File: src/rtl/wb_cmd_pkg.sv
// Shared types and widths for the Wishbone command master.
// Bus widths, FSM state encoding and the default error word.
package wb_cmd_pkg;

   localparam int WB_ADR_W = 32;
   localparam int WB_DAT_W = 32;
   localparam int WB_SEL_W = 4;

   localparam logic [WB_DAT_W-1:0] ERR_DATA_DEF = 32'hDEAD_BEEF;

   typedef enum logic [1:0] {
      IDLE,
      BUS,
      RESP
   } state_t;

   typedef struct packed {
      logic                we;
      logic [WB_SEL_W-1:0] sel;
      logic [WB_ADR_W-1:0] adr;
      logic [WB_DAT_W-1:0] dat;
   } wb_req_t;

endpackage

File: src/rtl/wb_timeout_ctr.sv
// Bus-cycle watchdog: counts enabled cycles since the last clear.
// expired flags the final permitted cycle; tied low when TIMEOUT is 0.
module wb_timeout_ctr #(
   parameter int TIMEOUT   = 255,
   parameter int TIMEOUT_W = 8
) (
   input  logic clk,
   input  logic rst,
   input  logic clear,
   input  logic enable,
   output logic expired
);

   generate
      if (TIMEOUT == 0) begin : g_off
         logic unused_in;
         assign unused_in = ^{clk, rst, clear, enable};
         assign expired   = 1'b0;
      end else begin : g_on
         localparam logic [TIMEOUT_W-1:0] LAST = TIMEOUT_W'(TIMEOUT - 1);

         logic [TIMEOUT_W-1:0] cnt;

         always_ff @(posedge clk) begin
            if (rst || clear) begin
               cnt <= '0;
            end else if (enable) begin
               cnt <= cnt + 1'b1;
            end
         end

         assign expired = enable && (cnt == LAST);
      end
   endgenerate

endmodule

File: src/rtl/wb_cmd_master.sv
// Wishbone classic initiator: one command in, one single read/write
// cycle out, one response back, with a timeout on a silent responder.
module wb_cmd_master
   import wb_cmd_pkg::*;
#(
   parameter int                   TIMEOUT   = 255,
   parameter int                   TIMEOUT_W = 8,
   parameter logic [WB_DAT_W-1:0]  ERR_DATA  = ERR_DATA_DEF
) (
   input  logic                wb_clk_i,
   input  logic                wb_rst_i,

   input  logic                cmd_valid_i,
   output logic                cmd_ready_o,
   input  logic                cmd_we_i,
   input  logic [WB_ADR_W-1:0] cmd_adr_i,
   input  logic [WB_DAT_W-1:0] cmd_dat_i,
   input  logic [WB_SEL_W-1:0] cmd_sel_i,

   output logic                rsp_valid_o,
   input  logic                rsp_ready_i,
   output logic [WB_DAT_W-1:0] rsp_dat_o,
   output logic                rsp_err_o,

   output logic                wbm_cyc_o,
   output logic                wbm_stb_o,
   output logic                wbm_we_o,
   output logic [WB_SEL_W-1:0] wbm_sel_o,
   output logic [WB_ADR_W-1:0] wbm_adr_o,
   output logic [WB_DAT_W-1:0] wbm_dat_o,
   input  logic                wbm_ack_i,
   input  logic [WB_DAT_W-1:0] wbm_dat_i,

   output logic                busy_o,
   output logic [15:0]         txn_cnt_o,
   output logic [15:0]         err_cnt_o
);

   state_t  state;
   wb_req_t req;
   logic    accept;
   logic    in_bus;
   logic    expired;

   assign accept = (state == IDLE) && cmd_valid_i;
   assign in_bus = (state == BUS);

   wb_timeout_ctr #(
      .TIMEOUT   (TIMEOUT),
      .TIMEOUT_W (TIMEOUT_W)
   ) u_tmo (
      .clk     (wb_clk_i),
      .rst     (wb_rst_i),
      .clear   (accept),
      .enable  (in_bus),
      .expired (expired)
   );

   // Request fields stay registered after the cycle ends so the bus
   // does not toggle needlessly between transactions.
   assign wbm_we_o  = req.we;
   assign wbm_sel_o = req.sel;
   assign wbm_adr_o = req.adr;
   assign wbm_dat_o = req.dat;
   assign busy_o    = (state != IDLE);

   always_ff @(posedge wb_clk_i) begin
      if (wb_rst_i) begin
         state       <= IDLE;
         req         <= '0;
         cmd_ready_o <= 1'b1;
         rsp_valid_o <= 1'b0;
         rsp_dat_o   <= '0;
         rsp_err_o   <= 1'b0;
         wbm_cyc_o   <= 1'b0;
         wbm_stb_o   <= 1'b0;
         txn_cnt_o   <= '0;
         err_cnt_o   <= '0;
      end else begin
         unique case (state)
            IDLE: begin
               if (cmd_valid_i) begin
                  req.we      <= cmd_we_i;
                  req.sel     <= cmd_sel_i;
                  req.adr     <= cmd_adr_i;
                  req.dat     <= cmd_dat_i;
                  wbm_cyc_o   <= 1'b1;
                  wbm_stb_o   <= 1'b1;
                  cmd_ready_o <= 1'b0;
                  state       <= BUS;
               end
            end
            BUS: begin
               // An ack coincident with expiry still completes normally.
               if (wbm_ack_i) begin
                  wbm_cyc_o   <= 1'b0;
                  wbm_stb_o   <= 1'b0;
                  rsp_dat_o   <= req.we ? '0 : wbm_dat_i;
                  rsp_err_o   <= 1'b0;
                  rsp_valid_o <= 1'b1;
                  txn_cnt_o   <= txn_cnt_o + 16'd1;
                  state       <= RESP;
               end else if (expired) begin
                  wbm_cyc_o   <= 1'b0;
                  wbm_stb_o   <= 1'b0;
                  rsp_dat_o   <= ERR_DATA;
                  rsp_err_o   <= 1'b1;
                  rsp_valid_o <= 1'b1;
                  if (err_cnt_o != 16'hFFFF) begin
                     err_cnt_o <= err_cnt_o + 16'd1;
                  end
                  state       <= RESP;
               end
            end
            RESP: begin
               if (rsp_ready_i) begin
                  rsp_valid_o <= 1'b0;
                  cmd_ready_o <= 1'b1;
                  state       <= IDLE;
               end
            end
            default: begin
               state <= IDLE;
            end
         endcase
      end
   end

endmodule

File: config.mk
export PLATFORM = sky130hd
export DESIGN_NAME = wb_cmd_master
export DESIGN_NICKNAME = d
export VERILOG_FILES = /design/src/rtl/wb_cmd_pkg.sv /design/src/rtl/wb_timeout_ctr.sv /design/src/rtl/wb_cmd_master.sv
export SDC_FILE = /design/constraint.sdc
export NUM_CORES = 1
export LEC_CHECK = 0
export BUFFER_PORTS_ARGS = -buffer_cell sky130_fd_sc_hd__buf_2
export CELL_PAD_IN_SITES_DETAIL_PLACEMENT = 1
export CELL_PAD_IN_SITES_GLOBAL_PLACEMENT = 2
export CORE_MARGIN = 1.5
export CORE_UTILIZATION = 24
export DETAILED_ROUTE_END_ITERATION = 7
export HOLD_SLACK_MARGIN = 0.06
export PLACE_DENSITY = 0.79
export SKIP_LAST_GASP = 1
export SLEW_MARGIN = 10
export SYNTH_ARGS = -nofsm -noshare
export SYNTH_HDL_FRONTEND = slang
export SYNTH_SLANG_ARGS = --single-unit
File: constraint.sdc
create_clock -name wb_clk_i -period 2.1 [get_ports wb_clk_i]
set_input_delay 0.315 -clock wb_clk_i [delete_from_list [all_inputs] [get_ports wb_clk_i]]
set_output_delay 0.315 -clock wb_clk_i [all_outputs]
set_load 0.01 [all_outputs]
# --- After elaboration in Yosys (flattened, before gate mapping) ---
# Index checks and enable logic that the tools add are counted.
classes:
  add_sub_neg: 3
  n_eq_ne: 7
  mux: 20
  n_bitwise: 1
  n_reduce_logical: 17
op_table:
  columns: ["op", "n"]
  rows:
  - ["2-to-1 mux 32 bit", 3]
  - ["adder 16 x 1 -> 16 bit, second input constant", 2]
  - ["inequality test 16 bit, second input constant", 1]
  - ["AND reduction 3 bit", 4]
  - ["nonzero test 2 bit", 5]
  - ["2-to-1 mux 1 bit", 9]
  - ["adder 8 x 1 -> 8 bit, second input constant", 1]
  - ["equality test 8 bit, second input constant", 1]
  - ["2-to-1 mux 2 bit", 4]
  - ["one-hot mux 1 bit (2 select lines)", 3]
  - ["one-hot mux 2 bit (3 select lines)", 1]
  - ["AND reduction 2 bit", 3]
  - ["inequality test 2 bit, second input constant", 2]
  - ["AND reduction 4 bit", 1]
  - ["inequality test 3 bit, second input constant", 1]
  - ["equality test 2 x 1 -> 1 bit, second input constant", 1]
  - ["equality test 2 bit, second input constant", 1]
  - ["logical AND 1 bit", 2]
  - ["zero test 2 bit", 1]
  - ["logical OR 1 bit", 1]
  - ["inverter 1 bit", 1]
word_totals:
  regBits: 147
  input_bits: 106
  output_inout_bits: 139
  wordCells: 61

# --- Logic depth before layout (Yosys ltp) ---
logic_depth:
  ltp_word: 5
  depth_mapped: 8
  depth_no_buf: 7

# --- Modules after synthesis ---
# From an unflattened synthesis, not the netlist that was laid out.
unflattened:
  cells_unflattened: 696
  hier_area_um2: 5708.0
modules_own_cells:
  columns: ["module", "n_inst", "cells_each", "area_each_um2", "seq_area_each_um2"]
  rows:
  - ["wb_cmd_master", 1, 654, 5338.9, 2782.7]
  - ["wb_timeout_ctr", 1, 42, 369.1, 160.2]

# --- Worst setup path before layout ---
# Ideal clock, no wire load.
synth_timing:
  kind: "reg-to-reg"
  startpoint: "register state[1]"
  endpoint: "register err_cnt_o[15]"
  arrival_time_ns: 1.882
  required_time_ns: 1.977
  path_slack_ns: 0.095
  path_stages_with_launch: 8
  path_buffers: 0
  path_cell_list: "dfxtp_1 -> inv_1 -> ha_1 -> nand2b_1 -> or3_4 -> o21bai_4 -> nor4_1 -> mux2_1"
synth_between:
  elab_chain_len: 3
synth_rtl:
  columns: ["item", "line_no", "source"]
  rows:
  - ["from (decl)", "wb_cmd_master.sv:39", "state_t state;"]
  - ["from (signal assigned)", "wb_cmd_master.sv:69", "state <= IDLE;"]
  - ["from (signal assigned)", "wb_cmd_master.sv:90", "state <= BUS;"]
  - ["from (signal assigned)", "wb_cmd_master.sv:102", "state <= RESP;"]
  - ["equality test 2 x 1 -> 1 bit *", "wb_cmd_master.sv:46, wb_cmd_master.sv:80", null]
  - ["logical AND 1 bit", "wb_timeout_ctr.sv:32", "assign expired = enable && (cnt == LAST);"]
  - ["AND reduction 4 bit (no source line) *", null, null]
  - ["to (signal assigned)", "wb_cmd_master.sv:110", "err_cnt_o <= err_cnt_o + 16'd1;"]
  - ["to (decl)", "wb_cmd_master.sv:36", "output logic [15:0] err_cnt_o"]
# Every way passes the cells marked *; elsewhere a longest branch is shown, timed or not.
# A chain may end at the register's enable or synchronous reset.

# --- Worst setup path in the final report ---
# Same ends and word-level chain as after synthesis.

==> results.toml <==
[clock_tree]
cts_buffer_depth = 2
path_clk_slew_ns = 0.07
ctsHoldBuffers = 0
cts_tree = "yes"
cts_repair_resize_count = 0
numCtsBuffers = 17
clock-sinks = 147
clock-root-buffer = "clkbuf_16"
htreeDepth = 4
clock_latency_ns = 0.42
postCtsSetupBuffers = 0

[logic_synthesis]
synth_top_flop_cell = "dfxtp_1"
synthArstFlopShare_pct = 0
synth_top_area_cell = "dfxtp_1"
synth.area.top_cells = "dfxtp_1 50%, nand2_1 11%, a21oi_1 7.7%"
avgSynthCellArea_sq_um = 8.30
synth_fp_nets = 817
ys_seq_area_share_pct = 50.4
synth_cells = 703
synth_top_cell_area_share_pct = 50.4
ys_ff_latch = 147
yosysWarningCount = 0
synth-edff-count = 0
ys_types = 47
syn_area_sq_um = 5840

[power]
comb_power_share_pct = 14.6
p_sw_mw = 1.97
p_seq_share_pct = 42.9
pwr-share-clk_pct = 42.5
ir_worst_vdd_v = 0.000386
switching_share_pct = 27.6
pwr_density_cell_nw_per_um2 = 878
p_leak_nw = 3.58
intPower_mw = 5.17

[drt]
drtIter0Drc = 195
wl_per_cell_microns = 14.5
dr_total_vias = 5685
drt_pass1_iterations = 4
ant_nets = 0
route.detailed.drc = 0
wirelength_mm = 18.5
vias_per_cell = 4.46

[floorplan]
rows = 56
coreArea_sq_um = 23700
die_h_microns = 159
die-area_sq_um = 25300
die_w_microns = 159
initial_core_util_pct = 24.6
io_pins = 245

[timing]
slew_viol_final = 0
fin_crit_sh_pct = 94.1
worst_slew_pin_slew_ns = 0.579
finalSetupTns_ns = 0
setup_viol_count_final = 0
clock.fmax_ghz = 0.506
finClkSkew_ns = 0.0118
slew_headroom_pct = 61.4
final_hold_viol_count = 0
rsz0062_at_grt = "no"
worst_hold_slack_ns = 0.115
period_needed_ns = 1.98

[global_routing]
grt_max_degree = 57
grt_pass1_wl_mm = 30.0
grt_util_all_layers_pct = 14.7
antenna_found_initial = 0
grt_overflow = 0
first_global_vias = 5708

[layout]
multi_input_area_sq_um = 2680
n_antenna_cell = 0
fillers = 2927
mostFrequentLayoutCell = "buf_2"
final_cell_mix = "243 x buf_2, 163 x nand2_1, 147 x dfxtp_1"
fin_nets = 1057
area_growth_pct = 39.3
drive_gt1_share_pct = 32.8
seqCellArea_sq_um = 2940

[setup_path]
path_max_fanout = 4
start_kind = "flop"
end_kind = "flop"
critical_path_class = "reg -> reg"
cp.arrival_ns = 2.28
cp.required_ns = 2.40

[place]
port_buffers = 244
gp_congestion = 0.710
place_hpwl_mm = 13.1

[min_path]
hp-class = "in -> reg"

[outcome]
outcome = "finished clean"

[flow_run]
drv_cap = 0
-- power by group through the flow --
stage / registers [mW] / clock network, mW / logic, mW
final: 3.06 / 3.04 / 1.04
after global routing: 3.09 / 3.29 / 1.17
after CTS: 3.06 / 3.18 / 1.07
after detailed placement: 3.13 / 0 / 1.06
after global placement: 3.12 / 0 / 1.05
after floorplan: 3.20 / 0 / 0.480
-- stage by stage --
| step | cell area, sq um | total power, mW | cells | utilization (%) | setup slack (ns) |
|---|---|---|---|---|---|
| after floorplan | 5840 | 3.68 | 703 | - | 0.0949 |
| after detailed placement | 7540 | 4.19 | 1243 | 31.8 | 0.0115 |
| after global placement | 7540 | 4.17 | 1243 | 31.8 | 0.0509 |
| after global routing | 8130 | 7.55 | 1275 | 34.3 | 0.0334 |
| final | 8130 | 7.14 | 1275 | 34.3 | 0.125 |
| after CTS | 8120 | 7.31 | 1275 | 34.3 | 0.00211 |
-- worst paths after layout --
check / startpoint / endpoint / slack, ns / cells past startpoint
worst max-delay path: state[1] / err_cnt_o[15] / 0.12 / 7
worst min-delay path: cmd_dat_i[12] / wbm_dat_o[12] / 0.11 / 3
worst max register to register: state[1] / err_cnt_o[15] / 0.12 / 7
worst min register to register: wbm_adr_o[22] / wbm_adr_o[22] / 0.45 / 2
-- routing by layer --
| layer | routed length (microns) | track usage (%) |
|---|---|---|
| met2 | 8870 | 25.0 |
| met1 | 8300 | 17.3 |
| met4 | 150 | 3.86 |
| met5 | 0 | 0 |
| met3 | 1210 | 5.57 |
-- final cells by class --
cell class	count	share of cell area, %
Tap cell	319	4.91
Clock buffer	19	5.32
Multi-Input combinational cell	497	33.0
Clock inverter	13	1.83
Sequential cell	147	36.2
Inverter	9	0.416
Timing Repair Buffer	271	18.3
-- Yosys cell counts, drive strengths merged, types with 2 or more instances --
master,number
mux2i,2
and2,4
xnor2,7
nor2,62
ha,8
a21oi,90
o21bai,2
nor4,4
xor2,18
a211oi,2
buf,7
dfxtp,147
a311oi,27
o21ai,12
clkbuf,43
nand2b,27
nand4,15
nand2,164
nand3,17
inv,9
nor3,5
and3,4
and4,6
or3,8
nor2b,3
-- state kept, by name, summed over array words and instances (netlist names) --
name	flops
cmd_ready_o	1
err_cnt_o	16
rsp_dat_o	32
rsp_err_o	1
rsp_valid_o	1
state	2
txn_cnt_o	16
u_tmo.g_on.cnt	8
wbm_adr_o	32
wbm_dat_o	32
wbm_sel_o	4
wbm_stb_o	1
wbm_we_o	1
-- cells by family after synthesis --
kind of cell,after synthesis,share of synthesized area [%]
AOI/OAI and AO/OA,139,14.3
xor gates and xnor gates,25,3.75
DFF,147,50.4
and+or+nand+nor,322,25.2
adders and majority gates,8,1.72
muxes,3,0.536
buffers and inverters,59,4.05
-- critical path, stage by stage, from the launching register on --
cell and delay (ns):
dfxtp_1 0.33, inv_2 0.10, ha_4 0.15, nand2b_1 0.07
or3_4 0.40, o21bai_4 0.18, nor4_1 0.28, mux2_1 0.35
(Power assumes the default switching activity.)
